`src/rtl/fp80_decomp_arb.sv`:
```
// Round-robin arbiter sharing one registered FP80 decompose stage, with locked a/b pairs.
// Optional build macro FP80_DECOMP_ARB_STATS_EN adds saturating nan/inf/zero counters.
module fp80_decomp_arb #(
  parameter int NREQ = 4,
  parameter int TAGW = 2
) (
  input  logic               clk,
  input  logic               rst_n,
  input  logic               ce,
  input  logic [NREQ-1:0]    req_valid,
  input  logic [NREQ-1:0]    req_pair,
  input  logic [NREQ*80-1:0] req_data,
  output logic [NREQ-1:0]    req_ready,
  output logic               o_valid,
  input  logic               o_ready,
  output logic [TAGW-1:0]    o_tag,
  output logic               o_first,
  output logic               o_last,
  output logic [79:0]        o_raw,
  output logic               o_sgn,
  output logic [14:0]        o_exp,
  output logic [63:0]        o_man,
  output logic [64:0]        o_fract,
  output logic               o_xz,
  output logic               o_mz,
  output logic               o_vz,
  output logic               o_inf,
  output logic               o_xinf,
  output logic               o_qnan,
  output logic               o_snan,
  output logic               o_nan
`ifdef FP80_DECOMP_ARB_STATS_EN
  , input  logic             stat_clr
  , output logic [15:0]      stat_nan
  , output logic [15:0]      stat_inf
  , output logic [15:0]      stat_zero
`endif
);

  // state | meaning
  // IDLE  | round-robin grant of the next single op or first beat of a pair
  // LOCK  | only owner_q may transfer; waiting for the second beat of its pair
  typedef enum logic {IDLE = 1'b0, LOCK = 1'b1} state_t;

  state_t          state_q, state_d;
  logic [TAGW-1:0] owner_q, owner_d, rr_ptr_q, rr_ptr_d;
  logic [TAGW-1:0] g_hi, g_lo, grant, sel, sel_inc;
  logic            found_hi, found_lo, accept, grant_ok, pair_sel, xfer;
  logic [79:0]     sel_data;
  logic [14:0]     d_e;
  logic [63:0]     d_s;
  logic [7:0]      d_flags;

  logic            o_valid_q, o_valid_d, first_q, first_d, last_q, last_d;
  logic [TAGW-1:0] tag_q, tag_d;
  logic [79:0]     raw_q, raw_d;
  logic [7:0]      flags_q, flags_d;

  always_comb begin
    found_hi = 1'b0;
    found_lo = 1'b0;
    g_hi     = '0;
    g_lo     = '0;
    // Wrap-around scan: first valid at/after the pointer, else first valid overall.
    for (int k = 0; k < NREQ; k++) begin
      if (req_valid[k]) begin
        if (!found_hi && (TAGW'(k) >= rr_ptr_q)) begin
          found_hi = 1'b1;
          g_hi     = TAGW'(k);
        end
        if (!found_lo) begin
          found_lo = 1'b1;
          g_lo     = TAGW'(k);
        end
      end
    end
    grant = found_hi ? g_hi : g_lo;
  end

  always_comb begin
    accept   = ce & rst_n & (~o_valid_q | o_ready);
    sel      = (state_q == LOCK) ? owner_q : grant;
    grant_ok = (state_q == LOCK) ? 1'b1 : found_lo;
    sel_inc  = (sel == TAGW'(NREQ - 1)) ? '0 : sel + TAGW'(1);
    req_ready = '0;
    sel_data  = '0;
    pair_sel  = 1'b0;
    for (int k = 0; k < NREQ; k++) begin
      if (TAGW'(k) == sel) begin
        req_ready[k] = accept & grant_ok;
        sel_data     = req_data[80*k +: 80];
        pair_sel     = req_pair[k];
      end
    end
    xfer = |(req_valid & req_ready);

    d_e = sel_data[78:64];
    d_s = sel_data[63:0];
    d_flags = {(d_e == '0), (d_s == '0), (d_e == '0) & (d_s == '0),
               (&d_e) & (d_s == '0), (&d_e), (&d_e) & d_s[63],
               (&d_e) & ~d_s[63] & (d_s != '0), (&d_e) & (d_s != '0)};

    state_d   = state_q;
    owner_d   = owner_q;
    rr_ptr_d  = rr_ptr_q;
    o_valid_d = o_valid_q & ~o_ready;
    tag_d     = tag_q;
    first_d   = first_q;
    last_d    = last_q;
    raw_d     = raw_q;
    flags_d   = flags_q;
    if (xfer) begin
      o_valid_d = 1'b1;
      tag_d     = sel;
      raw_d     = sel_data;
      flags_d   = d_flags;
      if (state_q == IDLE) begin
        first_d = 1'b1;
        last_d  = ~pair_sel;
        if (pair_sel) begin
          state_d = LOCK;
          owner_d = sel;
        end else begin
          rr_ptr_d = sel_inc;
        end
      end else begin
        first_d  = 1'b0;
        last_d   = 1'b1;
        rr_ptr_d = sel_inc;
        state_d  = IDLE;
      end
    end
  end

  always_ff @(posedge clk or negedge rst_n) begin
    if (!rst_n) begin
      state_q   <= IDLE;
      owner_q   <= '0;
      rr_ptr_q  <= '0;
      o_valid_q <= 1'b0;
      tag_q     <= '0;
      first_q   <= 1'b0;
      last_q    <= 1'b0;
      raw_q     <= '0;
      flags_q   <= '0;
    end else begin
      state_q   <= state_d;
      owner_q   <= owner_d;
      rr_ptr_q  <= rr_ptr_d;
      o_valid_q <= o_valid_d;
      tag_q     <= tag_d;
      first_q   <= first_d;
      last_q    <= last_d;
      raw_q     <= raw_d;
      flags_q   <= flags_d;
    end
  end

  // Field splits are plain wiring off the registered operand; all zero in reset.
  assign o_valid = o_valid_q;
  assign o_tag   = tag_q;
  assign o_first = first_q;
  assign o_last  = last_q;
  assign o_raw   = raw_q;
  assign o_sgn   = raw_q[79];
  assign o_exp   = raw_q[78:64];
  assign o_man   = raw_q[63:0];
  assign o_fract = {(|raw_q[78:64]), raw_q[63:0]};
  assign {o_xz, o_mz, o_vz, o_inf, o_xinf, o_qnan, o_snan, o_nan} = flags_q;

`ifdef FP80_DECOMP_ARB_STATS_EN
  logic [15:0] stat_nan_q, stat_nan_d, stat_inf_q, stat_inf_d, stat_zero_q, stat_zero_d;

  always_comb begin
    stat_nan_d  = stat_nan_q;
    stat_inf_d  = stat_inf_q;
    stat_zero_d = stat_zero_q;
    if (stat_clr) begin
      stat_nan_d  = '0;
      stat_inf_d  = '0;
      stat_zero_d = '0;
    end else if (xfer) begin
      if (d_flags[0] && !(&stat_nan_q))  stat_nan_d  = stat_nan_q + 16'd1;
      if (d_flags[4] && !(&stat_inf_q))  stat_inf_d  = stat_inf_q + 16'd1;
      if (d_flags[5] && !(&stat_zero_q)) stat_zero_d = stat_zero_q + 16'd1;
    end
  end

  always_ff @(posedge clk or negedge rst_n) begin
    if (!rst_n) begin
      stat_nan_q  <= '0;
      stat_inf_q  <= '0;
      stat_zero_q <= '0;
    end else begin
      stat_nan_q  <= stat_nan_d;
      stat_inf_q  <= stat_inf_d;
      stat_zero_q <= stat_zero_d;
    end
  end

  assign stat_nan  = stat_nan_q;
  assign stat_inf  = stat_inf_q;
  assign stat_zero = stat_zero_q;
`endif

endmodule
```
`config.mk`:
```
export PLATFORM = sky130hd
export DESIGN_NAME = fp80_decomp_arb
export DESIGN_NICKNAME = d
export VERILOG_FILES = /design/src/rtl/fp80_decomp_arb.sv
export SDC_FILE = /design/constraint.sdc
export NUM_CORES = 1
export LEC_CHECK = 0
export BUFFER_PORTS_ARGS = -buffer_cell sky130_fd_sc_hd__buf_4
export CORE_AREA = 4 4 221 223
export DETAILED_ROUTE_END_ITERATION = 8
export DIE_AREA = 0 0 225 227
export GPL_TIMING_DRIVEN = 0
export SLEW_MARGIN = 20
export SYNTH_ARGS = -nofsm -noshare
export SYNTH_HDL_FRONTEND = slang
export SYNTH_SLANG_ARGS = --single-unit
```
`constraint.sdc`:
```
create_clock -name clk -period 3.5 [get_ports clk]
set_clock_uncertainty 0.15 [all_clocks]
set_input_delay 0.175 -clock clk [delete_from_list [all_inputs] [get_ports clk]]
set_output_delay 0.175 -clock clk [all_outputs]
set_load 0.005 [all_outputs]
```
==> results of run 1 <==
## power groups by stage
| stage | registers, W | clock network [W] | logic, W |
|---|---|---|---|
| finish | 0.00237 | 0.00105 | 0.0126 |
| global placement | 0.00230 | 0 | 0.0100 |
| detailed placement | 0.00234 | 0 | 0.0101 |
| floorplan | 0.00212 | 0 | 0.00514 |
| global route | 0.00243 | 0.00115 | 0.0135 |
| CTS | 0.00233 | 0.00110 | 0.0121 |
## worst min-delay path by stage
stage                                start  cells past startpoint  slack (ns)                       to
floorplan                            rst_n                      0       -0.27   flags_q[0]$_DFFE_PN0P_
global placement    flags_q[7]$_DFFE_PN0P_                      1        0.31   flags_q[7]$_DFFE_PN0P_
detailed placement                   rst_n                      1        0.23   owner_q[1]$_DFFE_PN0P_
CTS                                  rst_n                      1       -0.19  rr_ptr_q[0]$_DFFE_PN0P_
global route                         rst_n                      1       -0.15  rr_ptr_q[0]$_DFFE_PN0P_
finish                               rst_n                      1       -0.21     o_tag[1]$_DFFE_PN0P_
## layer usage
metal  track usage (%)  routed length (um)  vias to the layer above
li1                  -                   -                     3915
met1              20.5               18600                     4253
met2              29.6               23100                      480
met3              3.86                3360                       58
met4              5.42                1320                        0
met5                 0                   0                        -
## cell usage in the layout, fill, tap and decap left out, types with 6 or more instances in the layout
master	Yosys	final
a21oi_1	9	7
a221oi_1	74	49
a221oi_2	0	17
a221oi_4	0	8
buf_12	0	6
buf_2	11	8
buf_4	144	748
buf_6	3	9
clkbuf_16	0	13
clkbuf_2	0	10
clkbuf_4	0	8
clkbuf_8	0	11
dfrtp_1	98	96
mux2_2	67	67
nand2_1	29	26
nand4_1	8	8
nor2_1	77	56
nor2_2	0	19
nor4_1	21	10
nor4_2	0	6
nor4_4	1	6
o21ai_0	12	10
o22ai_1	77	61
o22ai_2	0	12
o31ai_1	10	8
## registers in the layout (all words and copies together) (netlist names)
register  flops
o_raw        80
o_last        1
o_first       1
flags_q       8
rr_ptr_q      2
owner_q       2
state_q       1
o_tag         2
o_valid       1
## critical path, delay by kind of cell (launching register included)
| kind | cells | cell delay [ns] |
|---|---|---|
| compound gates | 4 | 0.89 |
| simple gates | 6 | 1.70 |
| buf+inv | 3 | 0.53 |
| mux | 1 | 0.16 |
| fa+ha+maj | 1 | 0.20 |
| flops | 1 | 0.47 |
## metrics by stage
stage / cells / TNS (ns) / util, % / power, W / hold slack, ns
floorplan: 741 / 0 / - / 0.00726 / -0.271
global placement: 1921 / -157.21 / 25.7 / 0.0123 / 0.314
detailed placement: 1921 / -167.55 / 25.7 / 0.0124 / 0.230
CTS: 1967 / -3.58 / 28.9 / 0.0155 / -0.192
global route: 1977 / -5.32 / 29.7 / 0.0171 / -0.151
finish: 1978 / -3.84 / 29.7 / 0.0160 / -0.215
## final cells by class
| class | instances | area [um2] | share of cell area (%) |
|---|---|---|---|
| multi-input combinational | 436 | 3860 | 27.9 |
| antenna | 1 | 2.50 | 0.0181 |
| buffer | 199 | 1670 | 12.1 |
| clock inverter | 4 | 51.3 | 0.371 |
| sequential | 98 | 2450 | 17.8 |
| tap | 607 | 759 | 5.50 |
| clock buffer | 12 | 246 | 1.78 |
| timing repair buffer | 617 | 4750 | 34.4 |
| inverter | 4 | 20.0 | 0.145 |
## cell families after synthesis
kind of cell | count (synthesis)
buffers and inverters | 207
AOI/OAI and AO/OA | 204
and+or+nand+nor | 158
DFF | 98
muxes | 70
adders and majority gates | 4
## what timing repair did
action,4_1_cts,5_1_grt
resized for setup,221,55
gates cloned,5,1
setup endpoints to repair,99,96
pin swaps,33,25
hold endpoints to repair,103,98
buffers inserted,22,11
==> flow_summary.yaml, run 1 <==
synthesis:
  synth_top_family_by_area: "compound AO/OA/AOI/OAI gates"
  synth_fa_ha_area_share_pct: 0.727
  synth_flop_cell: "dfrtp_1"
  synth_compound_area_share_pct: 21.8
  synth_xor_area_share_pct: 0
  syn_inst: 741
  yosysTopAreaCell: "dfrtp_1"
  synth_seq_area_share_pct: 35.6
  syn_nets: 1077
  yosysWarnings: 0
  synth_common_cells: "buf_4, dfrtp_1, nor2_1, o22ai_1, a221oi_1"
  synth_area_leaders: "dfrtp_1, buf_4, mux2_2"
  synth_area_um2: 6880
  avgSynthCellArea_um2: 9.29
  postSynthRegisterBits: 98
  synth_top_area_share_pct: 35.6
  async_flop_share_pct: 100
  yosysMostFrequentCell: "buf_4"
  synthMuxAreaShare_pct: 11.4
  synth_edf_count: 0
  yosys.area_share.simple_pct: 10.8
  ys_types: 44
floorplan:
  core_area_um2: 46600
  start_util_pct: 14.8
  die_y_um: 227
  rows: 79
  chipWidth_um: 225
  die-area_um2: 51100
  ios: 574
timing:
  fin_crit_ns: 4.19
  slew_violations: 0
  rsz0062_at_grt: "yes"
  hold_violations: 98
  final-setup-viol-count: 9
  fmax_ghz: 0.239
  slew_headroom_pct: 33.5
  tightestPinTransition_ns: 0.998
  fin_crit_sh_pct: 120
  timing.final.ws_setup_ns: -0.685
  fin_hold_ws_ns: -0.215
routing:
  via_per_inst: 4.40
  num_vias: 8706
  wirelength_um: 46500
  drc: 0
  antenna_left: 0
  firstDrtPassIters: 5
  wl_per_cell_um: 23.5
  drt-initial-drc-count: 433
clock_tree:
  cts_buffer_depth: 2
  clk_latency_ns: 0.37
  tritoncts: "yes"
  cts-buffers-inserted: 9
  htreeDepth: 3
  root_buffer: "clkbuf_16"
  clkTransAtPathRegs_ns: 0.07
  cts.hold.buffers_added: 5
  clock-sinks: 98
power:
  power.share.combinational_pct: 78.7
  power.density_nw_per_um2: 1160
  irDropWorstVdd_mv: 0.552
  seqPwrFrac_pct: 14.7
  power_frac_clock_pct: 6.6
  power_switching_w: 0.00751
  p_leak_nw: 6.65
  power.internal_w: 0.00854
  p_sw_share_pct: 46.8
placement:
  io_buffers: 573
  place.gp.congestion: 0.880
  pre_cts_slack_ns: -2.45
  dpl_cell_area_um2: 12000
  dpl.hpwl_um: 37500
setup_path:
  cp_common_cell: "a221oi_4"
  reg2reg_slack_ns: -0.69
  cp_data_required_time_ns: 3.65
  r2r-start: "rr_ptr_q[1]$_DFFE_PN0P_"
  startpoint: "rr_ptr_q[1]$_DFFE_PN0P_"
  critPathKind: "flip-flop to flip-flop"
  arrival_ns: 4.34
  cp-start-kind: "flip-flop"
  crit_fanout: 7
  crit_chain: "nor2b_4 -> o21bai_4 -> a221oi_4 -> mux2i_4 -> ha_4 -> or2_4 -> buf_12 -> clkbuf_16 -> a221oi_4 -> nor2_2 -> nor4_2 -> nand4_1 -> nor4_4 -> buf_6 -> a32o_1"
  r2r_cells: 15
  crit_end: "flags_q[4]$_DFFE_PN0P_"
  end_kind: "flip-flop"
  max_stage_delay_ns: 0.47
  crit_path_top_delay_cell: "dfrtp_2"
  timing.rr.end: "flags_q[4]$_DFFE_PN0P_"
cells_and_area:
  fillerInstances: 4858
  area_growth_pct: 101
  nets: 1701
  layout-drive-gt1-share_pct: 72.9
  final_area_um2: 13800
grt:
  grt_max_degree: 100
  antenna_found_initial: 0
  grt_pass1_wl_um: 62100
  groute.usage.overall_pct: 16.9
  grt-ovfl-total: 0
  grt_pass1_vias: 9095
worst_hold_path:
  hold_path.class: "input port to async pin"
outcome:
  status: "finished, violations left"
  violations: "negative hold slack, negative setup slack"
job:
  maxCapViolations: 0
(Power assumes the default switching activity.)
==> inputs of run 2 (changes only) <==
--- a/config.mk
+++ b/config.mk
@@ -9,7 +9,7 @@
 export CORE_AREA = 4 4 221 223
 export DETAILED_ROUTE_END_ITERATION = 8
 export DIE_AREA = 0 0 225 227
-export GPL_TIMING_DRIVEN = 0
+export PLACE_DENSITY = 0.43
 export SLEW_MARGIN = 20
 export SYNTH_ARGS = -nofsm -noshare
 export SYNTH_HDL_FRONTEND = slang
==> run 2 against run 1 <==
Worst setup slack better by 0.30 ns; highest routed layer is now met5; largest power group unchanged; power down 3.2%; sequential share of layout area up 0.63 points; critical endpoint unchanged; count of clock-buffer cells in the layout down 1; critical path type unchanged; via count down 5.4%; worst hold slack better by 0.23 ns; final cell count down 4.2%; the flow finishes with violations (negative setup slack); register-to-register slack better by 0.30 ns; sequential power about the same; flip-flop and latch count unchanged.
==> flow_summary.yaml, run 2 (same netlist as run 1, synthesis figures left out) <==
outcome:
  status: "finished, violations left"
  violations: "negative setup slack"
placement:
  place.gp.congestion: 0.857
  dpl.hpwl_um: 34700
  dp.cells: 1838
  io_buffers: 573
  pre_cts_slack_ns: -0.934
setup_path:
  critPathBufInv: 3
  end_kind: "flip-flop"
  arrival_ns: 4.04
  crit_path_top_delay_cell: "dfrtp_2"
  cp_common_cell: "nor4_4"
  cp_data_required_time_ns: 3.65
  timing.rr.end: "flags_q[4]$_DFFE_PN0P_"
  r2r-start: "rr_ptr_q[1]$_DFFE_PN0P_"
  crit_chain: "nor2b_4 -> o21bai_4 -> a221oi_2 -> mux2i_2 -> ha_2 -> or2_4 -> buf_12 -> a221oi_4 -> o22ai_2 -> nor4_4 -> buf_4 -> nand3_2 -> nor4_4 -> buf_6 -> a32o_1"
  cp-start-kind: "flip-flop"
  max_stage_delay_ns: 0.45
  r2r_cells: 15
  reg2reg_slack_ns: -0.38
  critPathKind: "flip-flop to flip-flop"
  crit_fanout: 44
  path_delay_family: "simple AND/OR/NAND/NOR gates"
power:
  irDropWorstVdd_mv: 0.469
  finalPower_w: 0.0155
  p_leak_nw: 6.35
  power.density_nw_per_um2: 1170
worst_hold_path:
  hold_path.class: "input port to flip-flop"
  min_from: "req_data[197]"
  worstHoldPathCells: 3
  holdPathEnd: "o_raw[37]$_DFFE_PN0P_"
grt:
  busiest_layer: "met2"
  use_met2_pct: 28.7
  grt-ovfl-total: 0
  grt_pass1_vias: 8425
  met3_usage_pct: 3.44
  groute.usage.overall_pct: 15.8
  grt_pass1_wl_um: 58100
  grt_max_degree: 48
  grt_use_met1_pct: 18.8
  antenna_found_initial: 3
floorplan:
  start_util_pct: 14.8
  core_area_um2: 46600
  rows: 79
  die-area_um2: 51100
  ios: 574
  die_y_um: 227
  chipWidth_um: 225
routing:
  drt-initial-drc-count: 320
  antenna_left: 0
  firstDrtPassIters: 4
  wirelength_um: 43900
  drc: 0
  wl_per_cell_um: 23.2
  num_vias: 8232
  via_per_inst: 4.34
timing:
  final-setup-viol-count: 14
  tightestPinTransition_ns: 0.712
  slew_violations: 0
  rsz0062_at_grt: "yes"
  fin_crit_ns: 3.88
  timing.final.ws_setup_ns: -0.382
  slew_headroom_pct: 52.6
  hold_violations: 0
  fin_crit_sh_pct: 111
  fmax_ghz: 0.258
cells_and_area:
  mostFrequentLayoutCells: "buf_4, dfrtp_1, o22ai_1, mux2_2, nor2_1"
  utilization_pct: 28.6
  seq_area_um2: 2450
  mostFrequentLayoutCell: "buf_4"
  layout-drive-gt1-share_pct: 70.5
  multiInputGateArea_um2: 3760
  largest_reg_flops: 80
  finalNonFillerCells: 1895
  antenna_cells: 0
  nets: 1620
  fillerInstances: 5000
  area_growth_pct: 93.6
clock_tree:
  clkTransAtPathRegs_ns: 0.08
  clock-sinks: 98
  cts_buffer_depth: 2
  tritoncts: "yes"
  cts-buffers-inserted: 9
  root_buffer: "clkbuf_16"
  clk_latency_ns: 0.37
  htreeDepth: 3
job:
  maxCapViolations: 0
==> run 2: cell count changes in the layout (fill, tap and decap cells not counted), sizes merged <==
cell         delta
buf            -50
bufbuf          +2
bufinv          -1
clkbuf         -32
clkinv          +1
clkinvlp        +1
diode           -1
dlygate4sd3     -2
inv             -1
==> run 2: per-layer routing <==
layer	vias to the layer above	routed length [um]
li1	3755	-
met1	4050	17300
met2	396	23000
met3	29	2870
met4	2	766
met5	-	20
==> run 2: how the worst max path moves through the flow <==
stage	end	slack (ns)	start	cells after the start
after floorplan	flags_q[4]$_DFFE_PN0P_	0.002	rr_ptr_q[1]$_DFFE_PN0P_	16
after global placement	flags_q[4]$_DFFE_PN0P_	-0.89	rr_ptr_q[1]$_DFFE_PN0P_	16
after detailed placement	flags_q[4]$_DFFE_PN0P_	-0.93	rr_ptr_q[1]$_DFFE_PN0P_	16
after CTS	flags_q[4]$_DFFE_PN0P_	-0.47	rr_ptr_q[1]$_DFFE_PN0P_	16
after global routing	flags_q[4]$_DFFE_PN0P_	-0.57	rr_ptr_q[1]$_DFFE_PN0P_	18
final	flags_q[4]$_DFFE_PN0P_	-0.38	rr_ptr_q[1]$_DFFE_PN0P_	15
==> run 2: power breakdown <==
| group | switching, W | internal, W | total (W) |
|---|---|---|---|
| Clock | 0.000498 | 0.000500 | 0.000998 |
| Sequential | 0.000724 | 0.00165 | 0.00237 |
| Combinational | 0.00579 | 0.00637 | 0.0122 |
==> run 2: layout make-up <==
cell class	instances	area share [%]
clock inverter	4	0.216
timing repair buffer	735	45.5
multi-input combinational	436	28.2
sequential	98	18.4
clock buffer	11	1.82
inverter	4	0.122
tap	607	5.70
==> run 2: worst reg2reg max path, delay by kind of cell (launching register included) <==
family                   cells  cell delay (ns)
multiplexers                 1             0.16
buffers and inverters        3             0.53
AO/OA/AOI/OAI                5             1.08
AND/OR/NAND/NOR              5             1.23
adder cells (fa/ha/maj)      1             0.21
flip-flops                   1             0.45
==> run 2: repair_timing <==
item	4_1_cts	5_1_grt
gates cloned	6	3
hold buffers	3	0
setup endpoints to repair	44	97
gates resized for setup	72	60
pin swaps	22	26
buffers inserted	23	8
endpoints found under the hold margin	100	0
==> run 2: metrics by stage <==
| stage | cell area [um2] | hold slack, ns | TNS (ns) |
|---|---|---|---|
| 2_1_floorplan | 6900 | -0.271 | 0 |
| 3_3_place_gp | 11800 | -0.120 | -5.36 |
| 3_5_place_dp | 11800 | -0.120 | -5.67 |
| 4_1_cts | 12900 | 0.00556 | -7.06 |
| 5_1_grt | 13300 | 0.0283 | -11.37 |
| 6_report | 13300 | 0.0146 | -2.56 |
